$ cat config.mk
export PLATFORM = sky130hd
export DESIGN_NAME = minority_arbiter
export DESIGN_NICKNAME = d
export VERILOG_FILES = /design/src/rtl/minority_pkg.sv /design/src/rtl/minority_bit.sv /design/src/rtl/minority_arbiter.sv
export SDC_FILE = /design/constraint.sdc
export NUM_CORES = 1
export LEC_CHECK = 0
export CAP_MARGIN = 15
export CORE_ASPECT_RATIO = 0.8
export CORE_MARGIN = 2
export CORE_UTILIZATION = 65
export DETAILED_ROUTE_END_ITERATION = 16
export DONT_BUFFER_PORTS = 1
export HOLD_SLACK_MARGIN = 0.1
export PLACE_DENSITY_LB_ADDON = 0.15
export SYNTH_ARGS = -nofsm -noshare
export SYNTH_HDL_FRONTEND = slang
export SYNTH_SLANG_ARGS = --single-unit
$ cat constraint.sdc
create_clock -name clk -period 6.9 [get_ports clk]
set_input_delay 1.38 -clock clk [delete_from_list [all_inputs] [get_ports clk]]
set_output_delay 1.38 -clock clk [all_outputs]
set_load 0.1 [all_outputs]
$ cat src/rtl/minority_pkg.sv
// Shared constants, FSM state type and the round-robin index helper
// for the 3-requester minority arbiter.
package minority_pkg;
  localparam int N_REQ = 3;
  localparam int ID_W  = 2;

  typedef enum logic [1:0] {IDLE, EVAL, RESP} state_e;

  // Requester index successor, wrapping 2 -> 0.
  function automatic logic [ID_W-1:0] next_id(input logic [ID_W-1:0] i);
    return (i == 2'd2) ? 2'd0 : i + 2'd1;
  endfunction
endpackage

$ cat src/rtl/minority_bit.sv
// One-bit minority vote: output is 1 when at least two inputs are 0.
module minority_bit (
  input  logic a_i,
  input  logic b_i,
  input  logic c_i,
  output logic y_o
);
  assign y_o = (~a_i & ~b_i) | (~b_i & ~c_i) | (~a_i & ~c_i);
endmodule

$ cat src/rtl/minority_arbiter.sv
// Round-robin arbiter over 3 requesters; the granted operands are reduced by a
// bitwise minority vote and returned with the owner id. One request in flight.
module minority_arbiter
  import minority_pkg::*;
#(
  parameter int WIDTH = 8,
  parameter int CNT_W = 16
) (
  input  logic                     clk,
  input  logic                     rst_n,
  input  logic [N_REQ-1:0]         req_valid,
  output logic [N_REQ-1:0]         req_ready,
  input  logic [N_REQ*WIDTH-1:0]   req_a,
  input  logic [N_REQ*WIDTH-1:0]   req_b,
  input  logic [N_REQ*WIDTH-1:0]   req_c,
  output logic                     rsp_valid,
  input  logic                     rsp_ready,
  output logic [WIDTH-1:0]         rsp_y,
  output logic [ID_W-1:0]          rsp_id,
  output logic [N_REQ*CNT_W-1:0]   grant_cnt
);

  state_e                       state_q;
  logic [ID_W-1:0]              ptr_q, id_q, rsp_id_q;
  logic [WIDTH-1:0]             a_q, b_q, c_q, rsp_y_q, y_w;
  logic                         rsp_valid_q;
  logic [N_REQ-1:0][CNT_W-1:0]  cnt_q;

  logic [N_REQ-1:0]             grant;
  logic [ID_W-1:0]              grant_id, idx;

  // Search ptr, ptr+1, ptr+2; the grant only exists in IDLE and out of reset.
  always_comb begin
    grant    = '0;
    grant_id = ptr_q;
    idx      = ptr_q;
    for (int k = 0; k < N_REQ; k++) begin
      if (grant == '0 && req_valid[idx]) begin
        grant[idx] = 1'b1;
        grant_id   = idx;
      end
      idx = next_id(idx);
    end
    if (!rst_n || state_q != IDLE) grant = '0;
  end

  for (genvar g = 0; g < WIDTH; g++) begin : g_bit
    minority_bit u_bit (
      .a_i (a_q[g]),
      .b_i (b_q[g]),
      .c_i (c_q[g]),
      .y_o (y_w[g])
    );
  end

  always_ff @(posedge clk) begin
    if (!rst_n) begin
      state_q     <= IDLE;
      ptr_q       <= '0;
      id_q        <= '0;
      a_q         <= '0;
      b_q         <= '0;
      c_q         <= '0;
      rsp_valid_q <= 1'b0;
      rsp_y_q     <= '0;
      rsp_id_q    <= '0;
      cnt_q       <= '0;
    end else begin
      case (state_q)
        IDLE: if (grant != '0) begin
          a_q     <= req_a[grant_id*WIDTH +: WIDTH];
          b_q     <= req_b[grant_id*WIDTH +: WIDTH];
          c_q     <= req_c[grant_id*WIDTH +: WIDTH];
          id_q    <= grant_id;
          ptr_q   <= next_id(grant_id);
          // Counters stick at all-ones instead of wrapping.
          if (cnt_q[grant_id] != '1) cnt_q[grant_id] <= cnt_q[grant_id] + CNT_W'(1);
          state_q <= EVAL;
        end
        EVAL: begin
          rsp_y_q     <= y_w;
          rsp_id_q    <= id_q;
          rsp_valid_q <= 1'b1;
          state_q     <= RESP;
        end
        RESP: if (rsp_ready) begin
          rsp_valid_q <= 1'b0;
          state_q     <= IDLE;
        end
        default: state_q <= IDLE;
      endcase
    end
  end

  assign req_ready = grant;
  assign rsp_valid = rsp_valid_q;
  assign rsp_y     = rsp_y_q;
  assign rsp_id    = rsp_id_q;
  assign grant_cnt = cnt_q;

endmodule

==> results.py <==
metrics = {
    "cts": {
        "cts_setup_buffers": 0,
        "hold_buffers": 0,
        "clk_pin_slew_ns": 0.09,
        "clock_latency_ns": 0.37,
        "cts-root-buf": "clkbuf_8",
        "numClockSinks": 89,
        "h-tree-depth": 3,
        "cts_resized": 0,
        "cts_buffer_depth": 2,
        "cts_buffers": 9,
        "tritoncts": "done",
    },
    "power": {
        "ir_worst_vdd_v": 0.000122,
        "power_uw": 1340,
        "powerDensity_nw_per_um2": 267,
        "power.leakage_uw": 0.00207,
    },
    "setup_path": {
        "rr_worst_depth": 12,
        "r2r-end": "grant_cnt[2]$_SDFFE_PN0P_",
        "path_max_fanout": 30,
        "required_ns": 7.16,
        "critPathCapture": "grant_cnt[2]$_SDFFE_PN0P_",
        "crit_type": "input port to flip-flop",
        "endpoint_kind": "flip-flop",
        "start_kind": "input port",
        "critPathLaunch": "req_valid[0]",
        "cp_data_arrival_time_ns": 5.18,
        "rr_startpoint": "ptr_q[1]$_SDFFE_PN0P_",
        "regToRegSetupSlack_ns": 2.44,
    },
    "routing": {
        "drt_wl_total_mm": 12.7,
        "vias_per_cell": 6.51,
        "drt_first_iter_violations": 319,
        "ant_nets": 0,
        "vias": 4286,
        "wl_per_cell_um": 19.3,
        "post-route-drc-count": 0,
        "dr.pass1.iters": 5,
    },
    "synthesis": {
        "ys_top_cells_by_area": "dfxtp_1 36%, nand2_1 8.8%, a21oi_1 6.3%",
        "ys_seq_area_frac": 0.362,
        "ys_ff_latch": 89,
        "synth_cells": 592,
        "syn_area_sq_um": 4930,
        "yosysUniqueCellTypes": 62,
        "yosys.area.top_type": "dfxtp_1",
        "avgSynthCellArea_sq_um": 8.33,
        "ys_warn_count": 0,
        "synthesis.nets": 671,
        "synth_top_area_frac": 0.362,
    },
    "sta": {
        "tightest_slew_ns": 1.10,
        "rsz0062_at_grt": "no",
        "finalSetupTns_ns": 0,
        "setup_viol": 0,
        "slew_violations": 0,
        "fin_skew_ns": 0.0135,
        "worst_slack_ns": 1.98,
        "min_period_over_period": 0.713,
        "relSlewSlack": 0.267,
        "period_needed_ns": 4.92,
        "whs_ns": 0.494,
        "hold_viol": 0,
        "max_freq_mhz": 203,
    },
    "global_route": {
        "grt_usage": 0.305,
        "grt_antenna_before_repair": 0,
        "grt_max_degree": 90,
        "grt_pass1_vias": 3972,
        "grt_pass1_wl_mm": 19.7,
        "grt-ovfl-total": 0,
    },
    "place": {
        "pre_cts_slack_ns": 1.67,
        "io_buffers": 0,
        "dp_hpwl_mm": 8.77,
        "globalplace.congestion": 0.889,
    },
    "cells_and_area": {
        "final_util": 0.681,
        "drive_gt1_frac": 0.0863,
        "n_fill_cell": 634,
        "diodes": 0,
        "num-nets-final": 642,
        "syn_to_final_growth_pct": 1.73,
    },
    "flow_run": {
        "cap_viol_max_count": 0,
    },
    "hold_path": {
        "hold_path_class": "flip-flop to flip-flop",
    },
    "die": {
        "ios": 140,
        "fp-row-count": 28,
        "die_w_um": 101,
        "die-area_sq_um": 8300,
        "start_util": 0.670,
        "die_y_um": 81.9,
        "core_area_sq_um": 7360,
    },
    "run_status": {
        "outcome": "finished, final reports clean",
    },
}
[cell usage in the layout (no fill, tap or decap), types with 4 or more instances in the layout]
master	n
nor3b_1	5
nor3_1	10
o32a_1	4
xor2_1	8
inv_1	7
o21ai_0	27
nor2b_1	27
xnor2_1	5
a21oi_1	62
and2_1	5
o211a_1	26
mux2i_1	29
dfxtp_1	89
o211ai_1	4
maj3_1	8
o2111ai_1	7
nor2_1	18
o21a_1	10
o21ai_1	6
nand2_1	115
nand3_1	19
nor4_1	5
buf_4	4
clkbuf_8	9
o211ai_2	5
[critical path, cell delays in order]
cell and delay [ns]:
nor2b_1 0.34, nor3_2 0.21, or2_1 0.66, and2_1 0.37, or2_2 0.30, ha_1 0.23, o21ai_1 0.27, nor3_4 0.12
a31oi_2 0.68, buf_4 0.33, mux2i_1 0.21, nor2b_1 0.07
[final cells by class]
class / count / area, sq um / area share
multi-input combinational: 452 / 2890 / 0.575
sequential: 89 / 1780 / 0.355
clock buffer: 10 / 128 / 0.0255
tap: 90 / 113 / 0.0225
clock inverter: 6 / 50.0 / 0.00998
timing repair buffer: 4 / 30.0 / 0.00599
inverter: 7 / 26.3 / 0.00524
[cell families (layout without fill, tap and decap cells)]
family | count (synthesis) | count (layout) | synth area share
AOI/OAI and AO/OA | 172 | 172 | 0.249
buffers and inverters | 51 | 27 | 0.0556
and+or+nand+nor | 229 | 229 | 0.233
DFF | 89 | 89 | 0.362
xor gates and xnor gates | 13 | 13 | 0.0231
adders and majority gates | 9 | 9 | 0.0188
muxes | 29 | 29 | 0.0589
[through the flow]
step / cells / cell area [sq um]
final: 658 / 5010
after global routing: 658 / 5010
after CTS: 658 / 5010
after detailed placement: 642 / 4840
after global placement: 642 / 4840
after floorplan: 592 / 4930
[power by group]
| part | switching, uW | leakage (uW) | internal [uW] |
|---|---|---|---|
| logic | 181 | 0.00126 | 102 |
| registers | 158 | 0.000725 | 562 |
| clock network | 199 | 0.0000839 | 135 |
| total | 538 | 0.00207 | 800 |
[how the worst min path moves through the flow]
stage / startpoint / to / slack (ns) / cells past startpoint
finish: id_q[0]$_SDFFE_PN0P_ / id_q[0]$_SDFFE_PN0P_ / 0.49 / 2
global route: b_q[2]$_SDFFE_PN0P_ / b_q[2]$_SDFFE_PN0P_ / 0.53 / 1
CTS: id_q[0]$_SDFFE_PN0P_ / id_q[0]$_SDFFE_PN0P_ / 0.50 / 2
detailed placement: id_q[0]$_SDFFE_PN0P_ / id_q[0]$_SDFFE_PN0P_ / 0.48 / 2
global placement: id_q[0]$_SDFFE_PN0P_ / id_q[0]$_SDFFE_PN0P_ / 0.47 / 2
floorplan: id_q[0]$_SDFFE_PN0P_ / id_q[0]$_SDFFE_PN0P_ / 0.46 / 2
[cells in the mapped netlist, drive strengths merged]
master / number
a21oi: 62
o21a: 10
nand2: 117
o32ai: 1
o31ai: 1
a31oi: 3
a31o: 1
a21boi: 6
nor3: 13
xor2: 8
nand4: 3
o211a: 26
and2b: 2
and2: 5
maj3: 8
o211ai: 10
o2111a: 1
nor2b: 27
a2bb2oi: 1
nand2b: 3
buf: 20
ha: 1
o21ai: 34
nor2: 20
nand3: 20
o21bai: 1
nor3b: 7
inv: 7
nor4: 6
or2: 3
o32a: 5
clkbuf: 24
nand3b: 2
o22ai: 2
o2111ai: 7
a21o: 1
mux2i: 29
xnor2: 5
and3: 1
dfxtp: 89
[per-layer routing]
layer | routed length (um) | part of all wire | GRT usage | vias to the layer above
li1 | - | - | - | 2039
met1 | 5830 | 0.46 | 0.415 | 2054
met2 | 5650 | 0.45 | 0.472 | 180
met3 | 1060 | 0.084 | 0.0936 | 13
met4 | 134 | 0.011 | 0.0784 | 0
met5 | 0 | 0 | 0 | -
[state kept, by name, indices dropped and copies added (netlist names), 2 cells and up]
register / count
c_q: 8
b_q: 8
a_q: 8
ptr_q: 2
rsp_y: 8
state_q: 2
rsp_id: 2
grant_cnt: 48
id_q: 2
No activity file was read; power rests on OpenSTA's default activity.
==> RTL edit 1 (config.mk and constraints unchanged) <==
Reset style: asynchronous (`rst_n`), changed in one clocked block.
--- a/src/rtl/minority_arbiter.sv
+++ b/src/rtl/minority_arbiter.sv
@@ -53,7 +53,7 @@
     );
   end
 
-  always_ff @(posedge clk) begin
+  always_ff @(posedge clk or negedge rst_n) begin
     if (!rst_n) begin
       state_q     <= IDLE;
       ptr_q       <= '0;
Function: differs if rst_n is asserted again (counterexample within 4 cycles, from zero or initial values and one cycle with rst_n low); with rst_n held inactive, the same outputs for 10 cycles.
==> RTL edit 1 against the original RTL <==
  * Worst setup slack better by 0.29 ns
  * Routed wire length fell by 6.3%
  * Sequential cell count is the same
  * Via count is 13% lower
  * Synthesized area down 2.4%
  * Final area hardly changed
  * Final cell count is 19% lower
  * Non-clock buffer count rose by 1
  * Critical endpoint is now grant_cnt[0]
Power is not compared: it rests on default switching activity, and its combinational part moved more than twofold at a synthesized area within 25%.
==> RTL edit 1: results (changes against the original RTL) <==
synthesis:
  synthArstFlopShare: 1.000  # was 0
  synth_warnings: 0  # unchanged
  ys_top_cells_by_area: "dfrtp_1 (46%), mux2_4 (8.7%), nand2_1 (5.5%), mux2_2 (4.7%), a222oi_1 (3.5%)"  # was dfxtp_1 (36%), nand2_1 (8.8%), a21oi_1 (6.3%), mux2i_1 (5.9%), o211a_1 (5.3%)
  ys_types: 55  # was 62
  synthTopCellsByCount: "dfrtp_1 (89), nand2_1 (70), mux2_4 (28), a21oi_1 (27), o21ai_0 (25)"  # was nand2_1 (115), dfxtp_1 (89), a21oi_1 (62), mux2i_1 (29)
  synth_fa_ha_area_frac: 0.01926  # was 0.01879
  synthXorXnorAreaFrac: 0.02550  # was 0.02310
  synthMuxAreaShare: 0.1405  # was 0.05890
  synth_compound_area_frac: 0.1743  # was 0.2488
  netlist_instances: 450  # was 592
  yosysSeqAreaShare: 0.4632  # was 0.3615
placed_design:
  gp_congestion: 0.9580  # was 0.8886
  dpl.hpwl_mm: 8.164  # was 8.774 mm
  dp_cells: 518  # was 642
  post-place-ws_ns: 1.986  # was 1.671 ns
  placed_cell_area_mm2: 0.004826  # was 0.004836 mm2
global_routing:
  grt_pass1_vias: 3352  # was 3,972
  grt_max_degree: 91  # was 90
  track_usage: 0.2818  # was 0.3045
  grt_pass1_wl_mm: 17.46  # was 19.72 mm
worst_hold_path:
  min_from: "id_q[1]"  # was id_q[0]
  hold-path-endpoint: "id_q[1]"  # was id_q[0]
  min_path_cells: 2  # unchanged
  hp-class: "reg -> reg"  # unchanged
critical_path:
  endpoint: "grant_cnt[0]"  # was grant_cnt[2]
  cp_max_fo: 17  # was 30
  arrival_ns: 4.88  # was 5.18 ns
  reg2reg_depth: 10  # was 12
  rr_startpoint: "ptr_q[1]"  # unchanged
  r2r_slack_ns: 2.70  # was 2.44 ns
final_layout:
  diodes: 0  # unchanged
  fillers: 550  # was 634
  drive_gt1_frac: 0.1937  # was 0.08627
clock_network:
  htree_levels: 3  # unchanged
  numCtsBuffers: 9  # unchanged
  post-cts-setup-buffers: 0  # unchanged
  clockBufferDepth: 2  # unchanged
  clk_latency_ns: 0.36
route:
  drtIter0Drc: 310  # was 319
  drt_wl_total_mm: 11.88  # was 12.68 mm
  via_per_inst: 7.013  # was 6.514
  drt-pass1-iter-count: 8  # was 5
  vias: 3745  # was 4,286
power:
  power_frac_seq: 0.586
  vdd_drop_max_uv: 392.7
sta:
  hold_slack_ns: 0.4837  # was 0.4938 ns
  period_share: 0.6712  # was 0.7135
  relSlewSlack: 0.3374  # was 0.2674
  finClkSkew_ns: 0.007829  # was 0.01352 ns
outcome:
  status: "completed"  # unchanged
-- RTL edit 1: critical path: stages --
cell and delay [ns]:
nand2b_1 0.46, or2_1 0.60, a21oi_1 0.14, a221oi_1 0.36
inv_1 0.15, ha_1 0.26, nand4_1 0.25, nor3_4 0.12
a31oi_4 0.73, mux2_2 0.42
-- RTL edit 1: area by class of cell --
cell class | instances | area, um2 | area share
multi-input cells | 325 | 2415 | 0.4821
flip-flops and latches | 89 | 2227 | 0.4447
clock buffers | 12 | 155.1 | 0.03098
well taps | 90 | 112.6 | 0.02248
repair buffers | 5 | 37.54 | 0.007494
inverters | 9 | 33.78 | 0.006745
clock inverters | 4 | 27.53 | 0.005496
-- RTL edit 1: routing by layer --
metal,GRT usage,vias up,part of all wire
met5,0,-,0
met4,0.07808,0,0.0080
met3,0.1076,17,0.11
met2,0.3772,235,0.44
met1,0.4238,1843,0.45
li1,-,1650,-
==> RTL edit 2 (same flow settings) <==
Made on the original files. Change the parameter `CNT_W` from 16 to 14.
--- a/src/rtl/minority_arbiter.sv
+++ b/src/rtl/minority_arbiter.sv
@@ -4,7 +4,7 @@
   import minority_pkg::*;
 #(
   parameter int WIDTH = 8,
-  parameter int CNT_W = 16
+  parameter int CNT_W = 14
 ) (
   input  logic                     clk,
   input  logic                     rst_n,
Ports: changed (resized grant_cnt); port bits go from 140 to 134. The function was not compared with the original's and may differ.
==> RTL edit 2 against the original RTL <==
  * Register-to-register slack better by 0.04 ns
  * Synthesized area down 8.9%
  * Routed wire length up 1.3%
  * Power down 0.72%
  * Worst setup slack worse by 0.42 ns
  * Sequential share of layout area up 0.14 points
  * Via count up 1.3%
  * Non-clock buffer count up 5
  * Sequential cell count down 6
  * Critical path depth down 7
  * Utilization up 0.44 points
  * Final area down 7.1%
  * Critical path type is now in -> out
==> RTL edit 2: results (changes against the original RTL) <==
clock_network:
  post-cts-setup-buffers: 0  # unchanged
  numCtsBuffers: 9  # unchanged
  clk_latency_ns: 0.36
  root_buffer: "clkbuf_8"  # unchanged
placed_design:
  placed_cell_area_mm2: 0.004449  # was 0.004836 mm2
  dpl.hpwl_mm: 8.906  # was 8.774 mm
  gp_congestion: 0.9369  # was 0.8886
route:
  drc: 0  # unchanged
  drt-met1-wl_mm: 5.307  # was 5.828 mm
  dr_wl_met2_mm: 5.740  # was 5.648 mm
  drtIter0Drc: 464  # was 319
  drt-pass1-iter-count: 6  # was 5
  via_per_inst: 6.971  # was 6.514
  dr_wl_met3_mm: 1.512  # was 1.064 mm
  avgRoutedWirePerCell_um: 20.60  # was 19.26 um
global_routing:
  grt_pass1_vias: 3890  # was 3,972
  track_usage: 0.3317  # was 0.3045
  grt_max_degree: 55  # was 90
  grt_pass1_wl_mm: 20.44  # was 19.72 mm
final_layout:
  drive_gt1_frac: 0.08209  # was 0.08627
  largest_reg_flops: 42  # was 48
  nets: 611  # was 642
synthesis:
  synthTopCellsByCount: "dfxtp_1 (83), nand2_1 (83), a21oi_1 (53), nor2_1 (41), clkbuf_1 (26)"  # was nand2_1 (115), dfxtp_1 (89), a21oi_1 (62), mux2i_1 (29)
  ys_types: 57  # was 62
  synth.net_count: 634  # was 671
  yosysSeqAreaShare: 0.3702  # was 0.3615
  ys_top_cells_by_area: "dfxtp_1 (37%), nand2_1 (6.9%), a21oi_1 (5.9%), mux2i_1 (4.2%), o2111a_1 (3.5%)"  # was dfxtp_1 (36%), nand2_1 (8.8%), a21oi_1 (6.3%), mux2i_1 (5.9%), o211a_1 (5.3%)
power:
  p_leak_uw: 0.001725  # was 0.002072 uW
  vdd_drop_max_uv: 152.4  # was 121.8 uV
sta:
  relSlewSlack: 0.2313  # was 0.2674
  finClkSkew_ns: 0.006499  # was 0.01352 ns
critical_path:
  arrival_ns: 3.96  # was 5.18 ns
  cp_max_fo: 54  # was 30
outcome:
  status: "completed"  # unchanged
[RTL edit 2: worst paths after layout]
path             from       endpoint  slack, ns  cells past startpoint
max             rst_n   req_ready[1]       1.56                      5
min           id_q[0]      rsp_id[0]       0.50                      2
max reg2reg  ptr_q[1]  grant_cnt[25]       2.48                     11
min reg2reg   id_q[0]      rsp_id[0]       0.50                      2
[RTL edit 2: logic make-up after synthesis]
kind of cell | synth area share
AOI/OAI and AO/OA | 0.2604
adders and majority gates | 0.02063
DFF | 0.3702
muxes | 0.04237
xor gates and xnor gates | 0.01756
and+or+nand+nor | 0.2333
buffers and inverters | 0.05548
[RTL edit 2: layout make-up]
| cell class | instances | area, um2 |
|---|---|---|
| sequential | 83 | 1662 |
| timing repair buffer | 9 | 75.07 |
| multi-input combinational | 418 | 2577 |
| tap | 87 | 108.9 |
| fill | 572 | 2133 |
| clock inverter | 4 | 51.30 |
| inverter | 11 | 41.29 |
| clock buffer | 11 | 141.4 |
[RTL edit 2: report_power, final]
group | internal (uW) | leakage [uW] | switching [uW]
sequential | 527 | 0.000676 | 166
combinational | 97.3 | 0.000953 | 189
clock | 175 | 0.0000954 | 175
[RTL edit 2: worst max-delay path, cell delays in order]
cell and delay [ns]:
inv_2 0.32, nor3_1 0.42, nand4_1 0.55, inv_1 0.85, buf_4 0.42
[RTL edit 2: per-stage QoR]
step,cells,power (uW),worst slack [ns]
after CTS,622,1326,1.680
after floorplan,555,921.0,2.230
after detailed placement,607,981.3,1.562
final,623,1328,1.558
after global routing,623,1387,1.393
after global placement,607,970.4,1.679
[RTL edit 2: metal layers]
layer,track usage,vias to the layer above
met3,0.08905,36
met5,0,-
li1,-,1998
met1,0.4627,2026
met2,0.5104,283
met4,0.09155,0
